File: src/rtl/floor.sv
// Two-stage pipelined IEEE-754 single-precision floor (round toward -inf).
// Stage 1 classifies the operand and builds the fraction mask; stage 2 forms the result.
module floor (
   input  logic        clk,
   input  logic        rst,
   input  logic [31:0] x1,
   output logic [31:0] y
);

   localparam int unsigned W  = 32;
   localparam int unsigned EW = 8;
   localparam int unsigned MW = 23;

   typedef enum logic [1:0] {
      C_PASS,  // inf, NaN, or already integral
      C_ZERO,  // zero or denormal, flushed to signed zero
      C_SUB,   // 0 < |x| < 1
      C_FRAC   // has fraction bits inside the mantissa
   } kind_t;

   logic [W-1:0]  op_q;
   logic [MW-1:0] mask_q;
   logic          inexact_q;
   kind_t         kind_q;

   logic [EW-1:0] e_c;
   logic [4:0]    n_c;
   logic [MW-1:0] mask_c;
   logic          inexact_c;
   kind_t         kind_c;

   logic [W-2:0]  t_c;
   logic [W-1:0]  y_c;

   // Stage 1: classification and fractional-bit mask
   always_comb begin
      e_c       = x1[30:23];
      n_c       = 5'(8'd150 - e_c);
      mask_c    = '0;
      kind_c    = C_PASS;
      if (e_c == 8'd0) begin
         kind_c = C_ZERO;
      end else if (e_c < 8'd127) begin
         kind_c = C_SUB;
      end else if (e_c < 8'd150) begin
         kind_c = C_FRAC;
         mask_c = ~({MW{1'b1}} << n_c);
      end
      inexact_c = |(x1[MW-1:0] & mask_c);
   end

   // Stage 2: truncate, and bump negative inexact values by one unit;
   // the add spans {e,m} so a mantissa carry rolls into the exponent.
   always_comb begin
      t_c = op_q[W-2:0] & ~{8'h00, mask_q};
      if (op_q[W-1] && inexact_q) begin
         t_c = t_c + {8'h00, mask_q} + 31'd1;
      end
      y_c = op_q;
      case (kind_q)
         C_PASS:  y_c = op_q;
         C_ZERO:  y_c = {op_q[W-1], 31'd0};
         C_SUB:   y_c = op_q[W-1] ? 32'hBF80_0000 : 32'h0000_0000;
         C_FRAC:  y_c = {op_q[W-1], t_c};
         default: y_c = op_q;
      endcase
   end

   always_ff @(posedge clk or posedge rst) begin
      if (rst) begin
         op_q      <= '0;
         mask_q    <= '0;
         inexact_q <= 1'b0;
         kind_q    <= C_PASS;
         y         <= '0;
      end else begin
         op_q      <= x1;
         mask_q    <= mask_c;
         inexact_q <= inexact_c;
         kind_q    <= kind_c;
         y         <= y_c;
      end
   end

endmodule

File: config.mk
export PLATFORM = sky130hd
export DESIGN_NAME = floor
export DESIGN_NICKNAME = d
export VERILOG_FILES = /design/src/rtl/floor.sv
export SDC_FILE = /design/constraint.sdc
export NUM_CORES = 1
export LEC_CHECK = 0
export BUFFER_PORTS_ARGS = -buffer_cell sky130_fd_sc_hd__buf_4
export CAP_MARGIN = 30
export CORE_UTILIZATION = 30
export CTS_BUF_LIST = sky130_fd_sc_hd__clkbuf_4 sky130_fd_sc_hd__clkbuf_8
export DETAILED_ROUTE_END_ITERATION = 16
export GPL_ROUTABILITY_DRIVEN = 0
export PLACE_DENSITY = 0.46
export SYNTH_ARGS = -nofsm -noshare
export SYNTH_HDL_FRONTEND = slang
export SYNTH_SLANG_ARGS = --single-unit
File: constraint.sdc
create_clock -name clk -period 3.01 [get_ports clk]
set_clock_uncertainty 0.1 [all_clocks]
set_input_delay 0.602 -clock clk [delete_from_list [all_inputs] [get_ports clk]]
set_output_delay 0.602 -clock clk [all_outputs]
set_load 0.05 [all_outputs]
==> reports/metrics.cfg, run 1 <==
[setup_path]
slowest_stage=o41a_1
path_buf_inv=3
reg2reg_from=op_q[3]
crit_cells=9
worstReg2RegEnd=y[23]
crit_required_ns=3.15
cp-start-kind=input pin
cpPeakStageDelay_ns=0.45
crit_type=input pin to flop
worstPathArrival_ns=2.82
cp-end-kind=flop
path_max_fanout=11
r2r.worst_path.cells=6
crit_chain=buf_4, ha_1, inv_1, ha_1, inv_1, o21ai_1, a222oi_1, o2111ai_1, o41a_1
rrSetupSlack_ns=0.54
cp_top_family=compound AO/OA/AOI/OAI gates

[drt]
ant_nets=0
drt_wl_total_um=11430
dr_total_vias=3293
drc=0
wl_per_cell_um=17.31
viasPerCell=4.989
dr.pass1.iters=5
drt_first_iter_violations=122

[clock_network]
root_buffer=clkbuf_8
cts_setup_buffers=0
htree_levels=3
ctsHoldBuffers=0
cts.reportedPaths.clkPinSlew_ns=0.08
cts-resized-gates=0
numCtsBuffers=9
clk_path_buf_depth=2
clock_latency_ns=0.35
clock-sinks=90
cts_tree=done

[yosys]
synth_top_cell_area_share_pct=51.83
avgSynthCellArea_um2=10.68
synth_cells=407
synth-edff-count=0
async_reset_ff_share_pct=100.0
yosysSeqAreaShare_pct=51.83
synth_area_leader_cell=dfrtp_1
ys_ff_latch=90
syn_area_um2=4345
synth_nets=448
synthTopCellsByArea=dfrtp_1, a22o_1, nor2_1
yosysWarnings=0
synth_flop_cell=dfrtp_1
netlist_top_cells_count=dfrtp_1, nor2_1, nand2_1
yosysMostFrequentCell=dfrtp_1
synth.distinct_cells=64

[global_routing]
track_usage_pct=16.29
grt_pass1_vias=3206
gr-total-overflow=0
grt_max_degree=91
grt_antenna_before_repair=0
grt_pass1_wl_um=18100

[sta]
slew-limit-headroom_pct=44.24
finalSetupTns_ns=0
slew_violations=0
finalSetupViolations=0
finalWorstSetupSlack_ns=0.3257
worst_pin_slew_ns=0.8364
fmax_mhz=372.5
grt_setup_unrepaired=false
min_period_over_period_pct=89.18
hold_viol=0
period_minus_slack_ns=2.684

[final_layout]
num_antenna_cells=0
area_delta_synth_final_pct=20.27
drive_gt1_share_pct=23.13
final_nets=517

[min_path]
min_from=x1[31]
holdPathEnd=op_q[31]
hp-class=input pin to flop
hold_depth=1

[placed_design]
dpl.hpwl_um=8668
port_buffers=65
pre_cts_ws_ns=0.06021

[job]
maxCapViolations=0

[pwr]
swShare_pct=31.62
power_density_nw_per_um2=486.9
switching_power_uw=804.5
p_int_uw=1740
seqPwrFrac_pct=52.1
pwr-share-comb_pct=19.6
vdd_drop_max_mv=0.1693
p_clk_share_pct=28.3
leakage_uw=0.002266

[floorplan]
initial_utilization_pct=31.06
io_pins=66
die_area_um2=14970
rows=43
core_area_um2=13990
fp.dieH_um=122.4
die_w_um=122.4

[outcome]
status=complete, no violations

## layer usage
| layer | share of wire [%] | global-route usage, % | up-vias |
|---|---|---|---|
| met4 | 2.0 | 7.241 | 0 |
| met3 | 4.7 | 2.184 | 16 |
| met1 | 52 | 25.01 | 1562 |
| met2 | 41 | 22.44 | 104 |
| met5 | 0 | 0 | - |
| li1 | - | - | 1611 |
## per-stage QoR
step / hold WS [ns] / std cells / util (%) / cell area [um2] / total power [uW]
3_3_place_gp: 0.4000 / 645 / 36.16 / 5059 / 1850
3_5_place_dp: 0.4116 / 645 / 36.16 / 5059 / 1853
2_1_floorplan: 0.3063 / 407 / - / 4349 / 1667
4_1_cts: 0.2307 / 660 / 37.36 / 5226 / 2576
5_1_grt: 0.2368 / 660 / 37.36 / 5226 / 2667
6_report: 0.2515 / 660 / 37.36 / 5226 / 2545
## final cells by class
type | count | area, um2
sequential | 90 | 2252
clock inverter | 6 | 43.79
multi-input combinational | 284 | 1961
timing repair buffer | 70 | 538.0
fill | 1423 | 8762
inverter | 21 | 82.58
tap | 180 | 225.2
clock buffer | 9 | 123.9
## placed cells by master, fill, tap and decap left out, types with 11 or more instances in the layout
cell type / n
a21oi_1: 24
a22o_1: 17
buf_4: 69
dfrtp_1: 90
inv_1: 20
nand2_1: 29
nand3_1: 11
nor2_1: 39
o21ai_0: 19
xnor2_1: 15
xor2_1: 12
## how the worst max path moves through the flow
stage,startpoint,end,slack (ns)
after global routing,x1[24],inexact_q,0.31
after global placement,x1[24],inexact_q,0.12
after floorplan,x1[23],inexact_q,0.37
final,x1[24],inexact_q,0.33
after detailed placement,x1[24],inexact_q,0.06
after CTS,x1[24],inexact_q,0.44
## worst register-to-register path: stages, from the launching register on
cell and delay (ns):
dfrtp_1 0.45, o22ai_1 0.18, nor3_2 0.52, nand3_2 0.40
or3_1 0.44, o31ai_1 0.20, a21o_1 0.12
## registers in the layout, summed over array words and instances (netlist names)
signal	flops
y	32
inexact_q	1
mask_q	23
op_q	32
kind_q	2
## power groups by stage
stage,registers (uW),logic [uW],clock network [uW]
4_1_cts,1330,504,746
5_1_grt,1330,540,793
3_3_place_gp,1350,501,0
6_report,1330,499,720
2_1_floorplan,1460,210,0
3_5_place_dp,1350,504,0
## cell families after synthesis
kind of cell	synth area share, %
DFF	51.83
xor gates and xnor gates	6.450
adders and majority gates	2.015
AOI/OAI and AO/OA	20.44
and+or+nand+nor	16.21
buffers and inverters	3.052
(Power assumes the default switching activity.)
==> run 2, diff against run 1 <==
--- a/config.mk
+++ b/config.mk
@@ -12,6 +12,7 @@
 export DETAILED_ROUTE_END_ITERATION = 16
 export GPL_ROUTABILITY_DRIVEN = 0
 export PLACE_DENSITY = 0.46
+export RECOVER_POWER = 25
 export SYNTH_ARGS = -nofsm -noshare
 export SYNTH_HDL_FRONTEND = slang
 export SYNTH_SLANG_ARGS = --single-unit
==> run 2 against run 1 <==
Compared with the run above:
- the flow now finishes with violations (capacitance limit, slew limit)
- critical path depth is the same
- register-to-register slack is essentially flat
- worst setup slack gained 0.036 ns
- final area shrank 2.4%
- wire length grew 0.12%
- combinational power shrank 4%
- die area is the same
- sequential share of layout area grew 1.0 points
- fmax grew 1.4%
- global-route usage is the same
- clock power is essentially flat
- largest power group unchanged
==> reports/metrics.cfg, run 2 (synthesis results as in run 1) <==
[outcome]
status=finished with violations  ; was complete, no violations
violations=capacitance limit, slew limit

[final_layout]
area_delta_synth_final_pct=17.42  ; was 20.27%
finalNonFillerCells=660  ; unchanged
drive_gt1_share_pct=17.08  ; was 23.13%
num_antenna_cells=0  ; unchanged
final_nets=517  ; unchanged
mostFrequentLayoutCells=dfrtp_1, nor2_1, buf_4, nand2_1, clkbuf_1  ; was dfrtp_1, buf_4, nor2_1, nand2_1, a21oi_1
final_common_cell=dfrtp_1  ; unchanged
reg_top3=op_q: 32 flops, y: 32 flops, mask_q: 23 flops  ; unchanged

[setup_path]
path_max_fanout=11  ; unchanged
cp-start-kind=input pin  ; unchanged
rrSetupSlack_ns=0.55  ; was 0.54 ns
startpoint=x1[24]  ; unchanged
crit_type=input pin to flop  ; unchanged
crit_required_ns=3.15  ; about the same
reg2reg_from=op_q[3]  ; unchanged
r2r.worst_path.cells=6  ; unchanged
cp-end-kind=flop  ; unchanged
worstPathArrival_ns=2.79  ; was 2.82 ns
worstReg2RegEnd=y[23]  ; unchanged

[min_path]
holdPathEnd=op_q[8]  ; was op_q[31]
hp-class=input pin to flop  ; unchanged
hold_depth=1  ; unchanged
min_from=x1[8]  ; was x1[31]

[global_routing]
grt_pass1_wl_um=18100  ; unchanged
busiest_layer=met1  ; unchanged
track_usage_pct=16.29  ; unchanged
gr-total-overflow=0  ; unchanged
met2_usage_pct=22.44  ; unchanged
grt_antenna_before_repair=0  ; unchanged
global_route.usage.met1_pct=25.01  ; unchanged
met3_usage_pct=2.184  ; unchanged
grt_pass1_vias=3206  ; unchanged
grt_max_degree=91  ; unchanged

[drt]
drc=0  ; unchanged
viasPerCell=5.036  ; was 4.989
drt_first_iter_violations=111  ; was 122
dr_total_vias=3324  ; was 3,293
drt_wl_total_um=11440  ; was 11,430 um
dr.pass1.iters=4  ; was 5
wl_per_cell_um=17.33  ; was 17.31 um
ant_nets=0  ; unchanged

[clock_network]
numCtsBuffers=9  ; unchanged
ctsHoldBuffers=0  ; unchanged
root_buffer=clkbuf_8  ; unchanged
cts_setup_buffers=0  ; unchanged
clock_latency_ns=0.36  ; was 0.35 ns
cts-resized-gates=0  ; unchanged
cts_tree=done  ; unchanged
htree_levels=3  ; unchanged
cts.reportedPaths.clkPinSlew_ns=0.09  ; was 0.08 ns
clock-sinks=90  ; unchanged
clk_path_buf_depth=2  ; unchanged

[sta]
finalSetupViolations=0  ; unchanged
finalWorstSetupSlack_ns=0.3616  ; was 0.3257 ns
period_minus_slack_ns=2.648  ; was 2.684 ns
hold_viol=0  ; unchanged
min_period_over_period_pct=87.99  ; was 89.18%
holdWs_ns=0.2676  ; was 0.2515 ns
fmax_mhz=377.6  ; was 372.5 MHz
slew-limit-headroom_pct=-41.71  ; was 44.24%
finalSetupTns_ns=0  ; unchanged
worst_pin_slew_ns=2.126  ; was 0.8364 ns
grt_setup_unrepaired=false  ; unchanged
slew_violations=91  ; was 0

[floorplan]
rows=43  ; unchanged
initial_utilization_pct=31.06  ; unchanged
io_pins=66  ; unchanged
core_area_um2=13990  ; unchanged
die_w_um=122.4  ; unchanged
die_area_um2=14970  ; unchanged
fp.dieH_um=122.4  ; unchanged

[placed_design]
dp.cells=645  ; unchanged
dpl.hpwl_um=8668  ; unchanged
port_buffers=65  ; unchanged
pre_cts_ws_ns=0.06021  ; unchanged

[pwr]
power_density_nw_per_um2=495.3  ; was 486.9 nW/um2
leakage_uw=0.002155  ; was 0.002266 uW
vdd_drop_max_mv=0.1698  ; was 0.1693 mV

[job]
maxCapViolations=1  ; was 0

==> run 2: power by group <==
group          internal (uW)  switching [uW]  leakage, uW
Clock                    296             425    0.0000737
Sequential              1280            50.0      0.00114
Combinational            150             331     0.000945
==> run 2: critical path, cell delays in order <==
cell,delay (ns)
buf_4,0.14
ha_1,0.28
inv_1,0.07
ha_1,0.44
inv_1,0.16
o21ai_1,0.14
a222oi_1,0.33
o2111ai_1,0.19
o41a_1,0.44
==> run 2: metal layers <==
metal  vias up  part of all wire [%]
met5         -                     0
li1       1608                     -
met1      1576                    51
met3        15                   5.9
met4         0                   2.0
met2       125                    42
==> run 2: cell type report <==
| cell class | instances | area [um2] |
|---|---|---|
| fill | 1447 | 8886 |
| sequential | 90 | 2252 |
| multi-input combinational | 284 | 1961 |
| timing repair buffer | 70 | 414.1 |
| tap | 180 | 225.2 |
| clock buffer | 9 | 123.9 |
| inverter | 21 | 82.58 |
| clock inverter | 6 | 43.79 |
==> run 2: how the worst max path moves through the flow <==
stage           endpoint  slack [ns]  cells after the start
2_1_floorplan  inexact_q        0.37                      8
3_3_place_gp   inexact_q        0.12                      8
3_5_place_dp   inexact_q        0.06                      8
4_1_cts        inexact_q        0.44                      8
5_1_grt          op_q[3]        0.16                      3
6_report       inexact_q        0.36                      9
==> run 2: metrics by stage <==
| stage | area, um2 | total power, uW | utilization (%) |
|---|---|---|---|
| floorplan | 4349 | 1667 | - |
| global placement | 5059 | 1850 | 36.16 |
| detailed placement | 5059 | 1853 | 36.16 |
| CTS | 5226 | 2576 | 37.36 |
| global route | 5102 | 2648 | 36.48 |
| finish | 5102 | 2527 | 36.48 |
==> run 3, diff against run 2 <==
--- a/config.mk
+++ b/config.mk
@@ -11,6 +11,7 @@
 export CTS_BUF_LIST = sky130_fd_sc_hd__clkbuf_4 sky130_fd_sc_hd__clkbuf_8
 export DETAILED_ROUTE_END_ITERATION = 16
 export GPL_ROUTABILITY_DRIVEN = 0
+export MAX_ROUTING_LAYER = met4
 export PLACE_DENSITY = 0.46
 export RECOVER_POWER = 25
 export SYNTH_ARGS = -nofsm -noshare
==> run 3 against run 2 <==
Compared with the run above:
- the flow still finishes with violations (capacitance limit, slew limit)
- via count decreased by 1.1%
- final area did not move
- worst setup slack gained 0.019 ns
- wire length about the same
- combinational power barely moved
- worst hold slack worse by 0.00085 ns
- count of clock-buffer cells in the layout unchanged
- non-clock buffer count unchanged
- total power barely moved
- critical path depth unchanged
- die area unchanged
- core utilization is the same
- critical path type unchanged
- critical endpoint unchanged
- highest routed layer unchanged
==> reports/metrics.cfg, run 3 (synthesis results as in run 1) <==
[global_routing]
grt_antenna_before_repair=0  ; unchanged
grt_max_degree=91  ; unchanged
grt_pass1_wl_um=18110  ; was 18,100 um
track_usage_pct=16.78  ; was 16.29%
gr-total-overflow=0  ; unchanged
grt_pass1_vias=3199  ; was 3,206

[setup_path]
reg2reg_from=op_q[4]  ; was op_q[3]
rrSetupSlack_ns=0.54  ; was 0.55 ns
endpoint=inexact_q  ; unchanged
path_max_fanout=11  ; unchanged
worstReg2RegEnd=y[23]  ; unchanged
cp-start-kind=input pin  ; unchanged
crit_chain=buf_4, ha_1, inv_1, ha_1, inv_1, o21ai_1, a222oi_1, o2111ai_1, o41a_1  ; unchanged
slowest_stage=o41a_1  ; was ha_1
cp-end-kind=flop  ; unchanged
worstPathArrival_ns=2.77  ; was 2.79 ns
crit_required_ns=3.15  ; about the same
r2r.worst_path.cells=6  ; unchanged
crit_type=input pin to flop  ; unchanged
startpoint=x1[24]  ; unchanged
cpPeakStageDelay_ns=0.44  ; about the same

[placed_design]
dpl.hpwl_um=8668  ; unchanged
port_buffers=65  ; unchanged
placed_area_um2=5059  ; unchanged

[job]
maxCapViolations=1  ; unchanged

[sta]
period_minus_slack_ns=2.629  ; was 2.648 ns
slew_violations=91  ; unchanged
finalSetupTns_ns=0  ; unchanged
slew-limit-headroom_pct=-40.87  ; was -41.71%
worst_pin_slew_ns=2.113  ; was 2.126 ns
hold_viol=0  ; unchanged
fmax_mhz=380.4  ; was 377.6 MHz
holdWs_ns=0.2667  ; was 0.2676 ns
grt_setup_unrepaired=false  ; unchanged
min_period_over_period_pct=87.34  ; was 87.99%
finalSetupViolations=0  ; unchanged

[clock_network]
clock-sinks=90  ; unchanged
clock_latency_ns=0.36  ; about the same
root_buffer=clkbuf_8  ; unchanged
ctsHoldBuffers=0  ; unchanged
cts.reportedPaths.clkPinSlew_ns=0.09  ; about the same
clk_path_buf_depth=2  ; unchanged
htree_levels=3  ; unchanged
cts-resized-gates=0  ; unchanged
cts_tree=done  ; unchanged
numCtsBuffers=9  ; unchanged
cts_setup_buffers=0  ; unchanged

[final_layout]
reg_top3=op_q: 32 flops, y: 32 flops, mask_q: 23 flops  ; unchanged
mostFrequentLayoutCells=dfrtp_1, nor2_1, buf_4, nand2_1, clkbuf_1  ; unchanged
area_delta_synth_final_pct=17.42  ; unchanged
num_antenna_cells=0  ; unchanged
fin_area_um2=5102  ; unchanged
fillers=1447  ; unchanged
final_nets=517  ; unchanged
drive_gt1_share_pct=17.08  ; unchanged
final_common_cell=dfrtp_1  ; unchanged

[floorplan]
die_w_um=122.4  ; unchanged
fp.dieH_um=122.4  ; unchanged
io_pins=66  ; unchanged
die_area_um2=14970  ; unchanged
initial_utilization_pct=31.06  ; unchanged
core_area_um2=13990  ; unchanged
rows=43  ; unchanged

[drt]
drc=0  ; unchanged
viasPerCell=4.983  ; was 5.036
drt_wl_total_um=11440  ; about the same
drt_first_iter_violations=135  ; was 111
route.met2.wl_um=4696  ; was 4754 um
dr_total_vias=3289  ; was 3,324
wl_per_cell_um=17.34  ; was 17.33 um
met3RoutedLength_um=627  ; was 674 um
dr.pass1.iters=4  ; unchanged
wl_met1_um=5898  ; was 5784 um
ant_nets=0  ; unchanged
dr.max_layer_used=met4  ; unchanged

[pwr]
leakage_uw=0.002155  ; unchanged
power_density_nw_per_um2=495.0  ; was 495.3 nW/um2
vdd_drop_max_mv=0.1700  ; was 0.1698 mV

[min_path]
hp-class=input pin to flop  ; unchanged

[outcome]
violations=capacitance limit, slew limit  ; unchanged
status=finished with violations  ; unchanged

## run 3: layout make-up
type                    instances  area [um2]  share of cell area (%)
multi-input cells             284        1961                   38.43
repair buffers                 70       414.1                   8.117
clock inverters                 6       43.79                  0.8583
flip-flops and latches         90        2252                   44.14
well taps                     180       225.2                   4.414
inverters                      21       82.58                   1.618
clock buffers                   9       123.9                   2.428
## run 3: per-layer routing
layer / global-route usage, % / vias up
li1: - / 1612
met3: 2.138 / 16
met5: - / -
met2: 22.40 / 114
met1: 25.10 / 1547
met4: 7.241 / 0
## run 3: worst min-delay path by stage
stage                     startpoint       end  slack (ns)  depth (start not counted)
after global routing          x1[31]  op_q[31]        0.26                          1
after floorplan             op_q[31]     y[31]        0.31                          0
after CTS                     x1[31]  op_q[31]        0.23                          1
final                          x1[8]   op_q[8]        0.27                          1
after detailed placement    op_q[30]     y[30]        0.41                          2
after global placement      op_q[30]     y[30]        0.40                          2
## run 3: report_power, final
part           internal [uW]  leakage, uW  switching (uW)
combinational            150     0.000945             331
sequential              1280      0.00114            50.1
clock                    296    0.0000737             424
## run 3: per-stage QoR
| step | std cells | worst slack [ns] | total power (uW) | utilization, % |
|---|---|---|---|---|
| 6_report | 660 | 0.3811 | 2526 | 36.48 |
| 5_1_grt | 660 | 0.1629 | 2649 | 36.48 |
| 4_1_cts | 660 | 0.4378 | 2576 | 37.36 |
| 3_5_place_dp | 645 | 0.06021 | 1853 | 36.16 |
| 3_3_place_gp | 645 | 0.1212 | 1850 | 36.16 |
| 2_1_floorplan | 407 | 0.3699 | 1667 | - |
## run 3: worst max-delay path, delay by kind of cell
| family | cells | cell delay, ns |
|---|---|---|
| AO/OA/AOI/OAI | 4 | 1.09 |
| buffers and inverters | 3 | 0.37 |
| adder cells (fa/ha/maj) | 2 | 0.71 |
